===== src/rtl/fetch_unit_pkg.sv =====
// fetch_unit_pkg: shared constants and the fetch queue entry type
package fetch_unit_pkg;
  localparam int WORD_W = 32;
  localparam logic [WORD_W-1:0] RESET_PC_DEF = 32'h0040_0000;
  localparam logic [WORD_W-1:0] INSTR_NOP = 32'h0;
  localparam logic [WORD_W-1:0] PC_INC = 32'd4;
  typedef struct packed {
    logic [WORD_W-1:0] pc;
    logic [WORD_W-1:0] instr;
  } fetch_entry_t;
endpackage


===== src/rtl/fetch_if.sv =====
// fetch_if: instruction memory port plus decode valid/ready handshake
interface fetch_if;
  import fetch_unit_pkg::*;
  logic [WORD_W-1:0] imem_addr;
  logic [WORD_W-1:0] imem_instr;
  logic if_valid;
  logic if_ready;
  logic [WORD_W-1:0] if_instr;
  logic [WORD_W-1:0] if_pc;
  logic [WORD_W-1:0] if_pc_plus4;
  modport master (output imem_addr, if_valid, if_instr, if_pc, if_pc_plus4, input imem_instr, if_ready);
  modport slave (input imem_addr, if_valid, if_instr, if_pc, if_pc_plus4, output imem_instr, if_ready);
endinterface


===== src/rtl/fetch_unit_queue.sv =====
// fetch_queue: 2-entry {pc,instr} FIFO, flush beats push/pop, head zeroed when empty
module fetch_queue
  import fetch_unit_pkg::*;
(
  input  logic         clk,
  input  logic         rst,
  input  logic         push,
  input  logic         pop,
  input  logic         flush,
  input  fetch_entry_t din,
  output logic [1:0]   count,
  output logic         valid,
  output fetch_entry_t head
);
  fetch_entry_t e0, e1;
  logic [1:0] wr;
  always_comb begin
    wr = count - {1'b0, pop};
    valid = count != 2'd0;
    head = valid ? e0 : '0;
  end
  always_ff @(posedge clk) begin
    if (rst || flush) begin
      count <= 2'd0;
    end else begin
      count <= count + {1'b0, push} - {1'b0, pop};
      // shift on pop first so a same-cycle push lands in the freed slot
      if (pop) e0 <= e1;
      if (push && wr == 2'd0) e0 <= din;
      if (push && wr == 2'd1) e1 <= din;
    end
  end
endmodule


===== src/rtl/fetch_unit.sv =====
// fetch_unit: PC owner feeding decode through a 2-entry fetch queue with redirect and halt
module fetch_unit
  import fetch_unit_pkg::*;
#(
  parameter logic [WORD_W-1:0] RESET_PC = RESET_PC_DEF,
  parameter int QUEUE_DEPTH = 2
) (
  input  logic              clk,
  input  logic              reset,
  fetch_if.master           bus,
  input  logic              redirect_valid,
  input  logic [WORD_W-1:0] redirect_target,
  input  logic              halt,
  output logic              misalign_err
);
  logic [WORD_W-1:0] pc;
  logic halted, push, pop, valid;
  logic [1:0] count;
  fetch_entry_t head;
  always_comb begin
    pop = valid && bus.if_ready && !redirect_valid;
    push = !halted && !redirect_valid && (count < 2'(QUEUE_DEPTH) || (valid && bus.if_ready));
    bus.imem_addr = pc;
    bus.if_valid = valid;
    bus.if_instr = valid ? head.instr : INSTR_NOP;
    bus.if_pc = head.pc;
    bus.if_pc_plus4 = valid ? head.pc + PC_INC : '0;
  end
  always_ff @(posedge clk) begin
    if (reset) begin
      pc <= RESET_PC;
      halted <= 1'b0;
      misalign_err <= 1'b0;
    end else begin
      pc <= redirect_valid ? {redirect_target[WORD_W-1:2], 2'b00} : push ? pc + PC_INC : pc;
      halted <= halted | halt;
      misalign_err <= misalign_err | (redirect_valid && |redirect_target[1:0]);
    end
  end
  fetch_queue u_queue (
    .clk  (clk),
    .rst  (reset),
    .push (push),
    .pop  (pop),
    .flush(redirect_valid),
    .din  ('{pc: pc, instr: bus.imem_instr}),
    .count(count),
    .valid(valid),
    .head (head)
  );
endmodule

===== src/flat_wrapper.sv =====
// flat-port wrapper written by rule: the top's interface ports become plain ports
module fetch_unit_flat import fetch_unit_pkg::*;
#(
  parameter logic [WORD_W-1:0] RESET_PC = RESET_PC_DEF,
  parameter int QUEUE_DEPTH = 2
)
  (clk, reset, redirect_valid, redirect_target, halt, misalign_err, bus_imem_addr, bus_if_valid, bus_if_instr, bus_if_pc, bus_if_pc_plus4, bus_imem_instr, bus_if_ready);
  fetch_if bus_i ();
  input  logic clk;
  input  logic reset;
  input  logic redirect_valid;
  input  logic [WORD_W-1:0] redirect_target;
  input  logic halt;
  output logic misalign_err;
  output wire logic [$bits(bus_i.imem_addr)-1:0] bus_imem_addr;
  output wire logic [$bits(bus_i.if_valid)-1:0] bus_if_valid;
  output wire logic [$bits(bus_i.if_instr)-1:0] bus_if_instr;
  output wire logic [$bits(bus_i.if_pc)-1:0] bus_if_pc;
  output wire logic [$bits(bus_i.if_pc_plus4)-1:0] bus_if_pc_plus4;
  input wire logic [$bits(bus_i.imem_instr)-1:0] bus_imem_instr;
  input wire logic [$bits(bus_i.if_ready)-1:0] bus_if_ready;
  assign bus_imem_addr = bus_i.imem_addr;
  assign bus_if_valid = bus_i.if_valid;
  assign bus_if_instr = bus_i.if_instr;
  assign bus_if_pc = bus_i.if_pc;
  assign bus_if_pc_plus4 = bus_i.if_pc_plus4;
  assign bus_i.imem_instr = bus_imem_instr;
  assign bus_i.if_ready = bus_if_ready;
  fetch_unit #(.RESET_PC(RESET_PC), .QUEUE_DEPTH(QUEUE_DEPTH)) u_core (.clk(clk), .reset(reset), .bus(bus_i), .redirect_valid(redirect_valid), .redirect_target(redirect_target), .halt(halt), .misalign_err(misalign_err));
endmodule

===== config.mk =====
export PLATFORM = sky130hd
export DESIGN_NAME = fetch_unit_flat
export DESIGN_NICKNAME = d
export VERILOG_FILES = /design/src/rtl/fetch_unit_pkg.sv /design/src/rtl/fetch_if.sv /design/src/rtl/fetch_unit_queue.sv /design/src/rtl/fetch_unit.sv /design/src/flat_wrapper.sv
export SDC_FILE = /design/constraint.sdc
export NUM_CORES = 1
export LEC_CHECK = 0
export BUFFER_PORTS_ARGS = -buffer_cell sky130_fd_sc_hd__buf_2
export CORE_MARGIN = 2
export CORE_UTILIZATION = 58
export DETAILED_ROUTE_END_ITERATION = 7
export GPL_TIMING_DRIVEN = 0
export PLACE_DENSITY = 0.95
export SETUP_SLACK_MARGIN = 0.05
export SKIP_CTS_REPAIR_TIMING = 1
export SLEW_MARGIN = 40
export SYNTH_ARGS = -nofsm -noshare
export SYNTH_HDL_FRONTEND = slang
export SYNTH_SLANG_ARGS = --single-unit
export TNS_END_PERCENT = 20

===== constraint.sdc =====
create_clock -name clk -period 15.73 [get_ports clk]
set_clock_uncertainty 0.05 [all_clocks]
set_input_delay 2.3595 -clock clk [delete_from_list [all_inputs] [get_ports clk]]
set_output_delay 2.3595 -clock clk [all_outputs]
set_load 0.01 [all_outputs]

* Word-level counts from Yosys, hierarchy flattened *
Index checks and enable logic that the tools add are counted.
W data, S select, Z words.

storage, ports and cells
  output and inout bits = 130
  flip-flop bits (word level) = 164

cells by class
  multiplexer cells = 7
  bitwise operators = 3
  $add $sub $neg = 5
  reductions and logical operators = 19
  order comparisons = 1
  equality and inequality tests = 1

operators by type and width
  cell                     count
  $mux W64                 3
  $mux W32                 4
  $add A32 B3 Y32 const B  2
  $logic_and A1 B1 Y1      7
  $reduce_bool A2 Y1       3
  $reduce_and A2 Y1        2
  $reduce_or A2 Y1         2
  $sub A2 B1 Y2            2
  $add A2 B1 Y2            1
  $eq A2 B1 Y1 const B     1
  $logic_not A1 Y1         2
  $logic_not A2 Y1         1
  $logic_or A1 B1 Y1       2
  $lt A2 B2 Y1 const B     1
  $or A1 B1 Y1             2
  $not A1 Y1               1

* Depth between registers and ports, before layout *
  depth in word-level cells = 8
  mapped depth = 12
  mapped depth without buffers = 8

* By module *
Synthesis repeated with hierarchy kept, for this count alone.

second synthesis, totals
  cell total of the unflattened synthesis = 673
  area, all modules = 8269.2 um^2

by module, submodules not included
  module       cells an instance  times used  seq. area each (um^2)  area each (um^2)
  fetch_queue  286                1           3883.7                 5442.7
  fetch_unit   387                1           640.6                  2826.5

* Worst setup path after synthesis *
OpenSTA, ideal clock, no wires.

  path kind = input-to-reg
  start point = input port redirect_valid
  end point = register u_core.u_queue.e0[0] in the netlist's numbering (enable)
  setup slack = 7.529 ns
  path buffers = 1
  cell stages on the path = 5
  data arrival time = 7.593 ns
  path through = or2_2 nor3_2 buf_2 a21oi_1 nor3_1

between the ends
  word-level cells in the longest chain between the ends = 7
  elaborated cells between the ends (all ways) = 11
  those cells by class = 1 x add/sub; 1 x bitwise; 9 x reduce/logical

ends and longest elaborated chain
  what                                  line                                RTL
  from (decl)                           flat_wrapper.sv:11                  input logic redirect_valid;
  $logic_not A1 Y1                      fetch_unit.sv:21, fetch_unit.sv:22
  $logic_and A1 B1 Y1                   fetch_unit.sv:21                    pop = valid && bus.if_ready && !redirect_valid;
  $sub A2 B1 Y2                         fetch_unit_queue.sv:18              wr = count - {1'b0, pop};
  $logic_not A2 Y1                      fetch_unit_queue.sv:29              if (push && wr == 2'd0) e0 <= din;
  $logic_and A1 B1 Y1                   fetch_unit_queue.sv:29
  $reduce_bool A2 Y1 (no source line)   -
  $reduce_and A2 Y1 (no source line) *  -
  to (signal assigned)                  fetch_unit_queue.sv:29
  to (decl)                             fetch_unit_queue.sv:15              fetch_entry_t e0, e1;

Mark *: on every way between the ends. The rest lies on a longest branch, timed or not.
A chain may end at the register's enable or synchronous reset.

* Final worst setup path *
  start point = register u_core.u_queue.count[1]
  end point = output port bus_if_pc_plus4[28]

between the ends
  word-level cells in the longest chain between the ends = 4

ends and longest elaborated chain
  what                    line                    RTL
  from (decl)             fetch_unit_queue.sv:11  output logic [1:0] count,
  from (signal assigned)  fetch_unit_queue.sv:26  count <= count + {1'b0, push} - {1'b0, pop};
  $reduce_bool A2 Y1 *    fetch_unit_queue.sv:19  valid = count != 2'd0;
  $mux W64                fetch_unit_queue.sv:20  head = valid ? e0 : '0;
  $add A32 B3 Y32         fetch_unit.sv:27        bus.if_pc_plus4 = valid ? head.pc + PC_INC : '0;
  $mux W32 *              fetch_unit.sv:27
  to (decl)               flat_wrapper.sv:19      output wire logic [$bits(bus_i.if_pc_plus4)-1:0] bus_if_pc_plus4;

Marked as above.

==> flow_metrics.env <==
export IMPL_postLayoutSetupSlackWorst_ns=9.24
export IMPL_hp_class="flip-flop to flip-flop"
export IMPL_synth_warnings=0
export IMPL_place_congestion=0.938
export IMPL_first_pass_iters=6
export IMPL_synth_adder_area_share_pct=0.479
export IMPL_numCtsBuffers=17
export IMPL_crit_required_ns=13.32
export IMPL_syn_cell_area_um2=7840
export IMPL_grt_pass1_vias=6393
export IMPL_avgSynthCellArea_um2=11.6
export IMPL_via_count=6646
export IMPL_io_pins=199
export IMPL_startpoint="u_core.u_queue.count[1]$_SDFF_PN0_"
export IMPL_synth_xor_area_share_pct=1.68
export IMPL_die_h_um=120
export IMPL_grt_pass1_wl_um=32800
export IMPL_worst_hold_slack_ns=0.392
export IMPL_cts_sinks=158
export IMPL_end_kind="output port"
export IMPL_fin_crit_sh_pct=41.3
export IMPL_synth_flop_cell="edfxtp_1"
export IMPL_portBuffers=192
export IMPL_worst_path_max_fanout=10
export IMPL_slew_viol_final=0
export IMPL_hold_violations=0
export IMPL_clockBufferDepth=2
export IMPL_fp_row_count=42
export IMPL_synth_edff_count=124
export IMPL_crit_type="flip-flop to output port"
export IMPL_drt_iter0_drc=642
export IMPL_synthDistinctLibCells=54
export IMPL_async_flop_share_pct=0
export IMPL_clkLatencyLatePin_ns=0.43
export IMPL_hpwlAfterDp_um=15100
export IMPL_peakVddDrop_mv=0.0966
export IMPL_grt_use_total_pct=29.4
export IMPL_fin_setup_tns_ns=0
export IMPL_cts_tree="done"
export IMPL_synth_top_area_share_pct=47.5
export IMPL_synth_top_family_by_area="simple AND/OR/NAND/NOR gates"
export IMPL_die_w_um=120
export IMPL_overflow=0
export IMPL_wl_per_cell_um=19.4
export IMPL_diodes=0
export IMPL_synthCells=678
export IMPL_netlist_top_cells_count="edfxtp_1, mux2_2, and2_1"
export IMPL_grt_max_degree=22
export IMPL_cp_start_kind="flip-flop"
export IMPL_ant_nets=0
export IMPL_maxCapViolations=0
export IMPL_setup_viol=0
export IMPL_min_period_ns=6.49
export IMPL_fill_cells=947
export IMPL_grt_setup_unrepaired="no"
export IMPL_cts_root_buf="clkbuf_16"
export IMPL_htreeDepth=4
export IMPL_drc_errors=0
export IMPL_synth_simple_gate_area_share_pct=20.1
export IMPL_p_leak_nw=3.88
export IMPL_clock_fmax_mhz=154
export IMPL_power_per_cell_area_nw_per_um2=98.9
export IMPL_synth_seq_cells=158
export IMPL_die_area_um2=14500
export IMPL_relSlewSlack_pct=53.2
export IMPL_post_synth_top_area_cell="edfxtp_1"
export IMPL_run_status="completed"
export IMPL_fin_nets=977
export IMPL_r2r_start="u_core.u_queue.count[1]$_SDFF_PN0_"
export IMPL_synth_compound_area_share_pct=8.07
export IMPL_start_util_pct=59.2
export IMPL_hp_start="u_core.misalign_err$_SDFF_PP0_"
export IMPL_yosysMostFrequentCell="edfxtp_1"
export IMPL_vias_per_cell=6.07
export IMPL_wl_um=21200
export IMPL_p_total_mw=0.963
export IMPL_clkTransAtPathRegs_ns=0.06
export IMPL_grt_antenna_before_repair=0
export IMPL_syn_to_final_growth_pct=24.1
export IMPL_worst_pin_slew_ns=0.702
export IMPL_synth_area_leaders="edfxtp_1, mux2_2, dfxtp_1, and2_1, nor2_1"
export IMPL_core_um2=13200
export IMPL_seq_area_frac_synth_pct=56.2
export IMPL_dp_slack_ns=9.74
export IMPL_muxShareOfSynthArea_pct=10.0
export IMPL_cp_arrival_ns=4.08
export IMPL_drive_gt1_share_pct=35.7
-- path summary, 6_finish.rpt --
check	slack, ns	cells past startpoint	end
setup / recovery	9.24	13	bus_if_pc_plus4[28]
hold reg to reg	0.39	2	u_core.misalign_err$_SDFF_PP0_
setup reg to reg	12.55	9	u_core.u_queue.e0[8]$_DFFE_PP_
hold / removal	0.39	2	u_core.misalign_err$_SDFF_PP0_
-- layer usage --
metal | track usage [%] | vias up | routed length [um]
met5 | 0 | - | 0
met3 | 8.02 | 64 | 2160
met4 | 11.3 | 0 | 531
met2 | 48.7 | 459 | 10300
met1 | 36.9 | 3101 | 8150
li1 | - | 3022 | -
-- area by class of cell --
type / count / area [um^2] / area share (%)
sequential: 158 / 4400 / 45.2
multi-input combinational: 465 / 3210 / 33.0
timing repair buffer: 203 / 1080 / 11.1
clock buffer: 18 / 450 / 4.63
tap: 176 / 220 / 2.26
buffer: 46 / 213 / 2.19
clock inverter: 14 / 104 / 1.07
inverter: 14 / 52.6 / 0.540
-- sequential cells by signal (all words and copies together) (netlist names) --
register	count
u_core.u_queue.e0	62
u_core.u_queue.e1	62
u_core.bus.imem_addr	30
u_core.u_queue.count	2
u_core.halted	1
u_core.misalign_err	1
-- kinds of logic after synthesis --
family / after synthesis
other cells: 1
simple gates: 281
fa+ha+maj: 3
buf+inv: 60
compound gates: 90
mux: 70
xor+xnor: 15
flops: 158
-- per-stage QoR --
stage                     std cells  cell area [um^2]  util [%]
final                          1094              9730      73.5
after floorplan                 683              7860         -
after detailed placement       1062              9180      69.3
after CTS                      1094              9730      73.5
after global placement         1051              9040      68.3
after global routing           1094              9730      73.5
-- report_power, final --
part | switching (mW) | internal (mW)
sequential | 0.0161 | 0.464
clock | 0.168 | 0.213
combinational | 0.0569 | 0.0445
total | 0.241 | 0.721
-- critical path: stages, from the launching register on --
cell      delay [ns]
dfxtp_1         0.30
buf_2           0.23
nor2_1          0.16
inv_1           0.22
clkbuf_1        0.57
and2_1          0.24
ha_1            0.18
and3_1          0.16
clkbuf_1        0.28
nand4_1         0.25
clkbuf_1        0.27
nor3_1          0.27
mux2_2          0.35
buf_2           0.14
-- layout by cell type, fill, tap and decap left out, types with 22 or more instances in the layout --
cell	count
dfxtp_1	34
nand2_1	39
mux2_2	67
edfxtp_1	124
nor2_1	44
clkbuf_1	27
a31oi_1	22
and2_1	65
buf_2	207
nand3_1	22
Note: power is estimated with default switching activity, not from simulation.
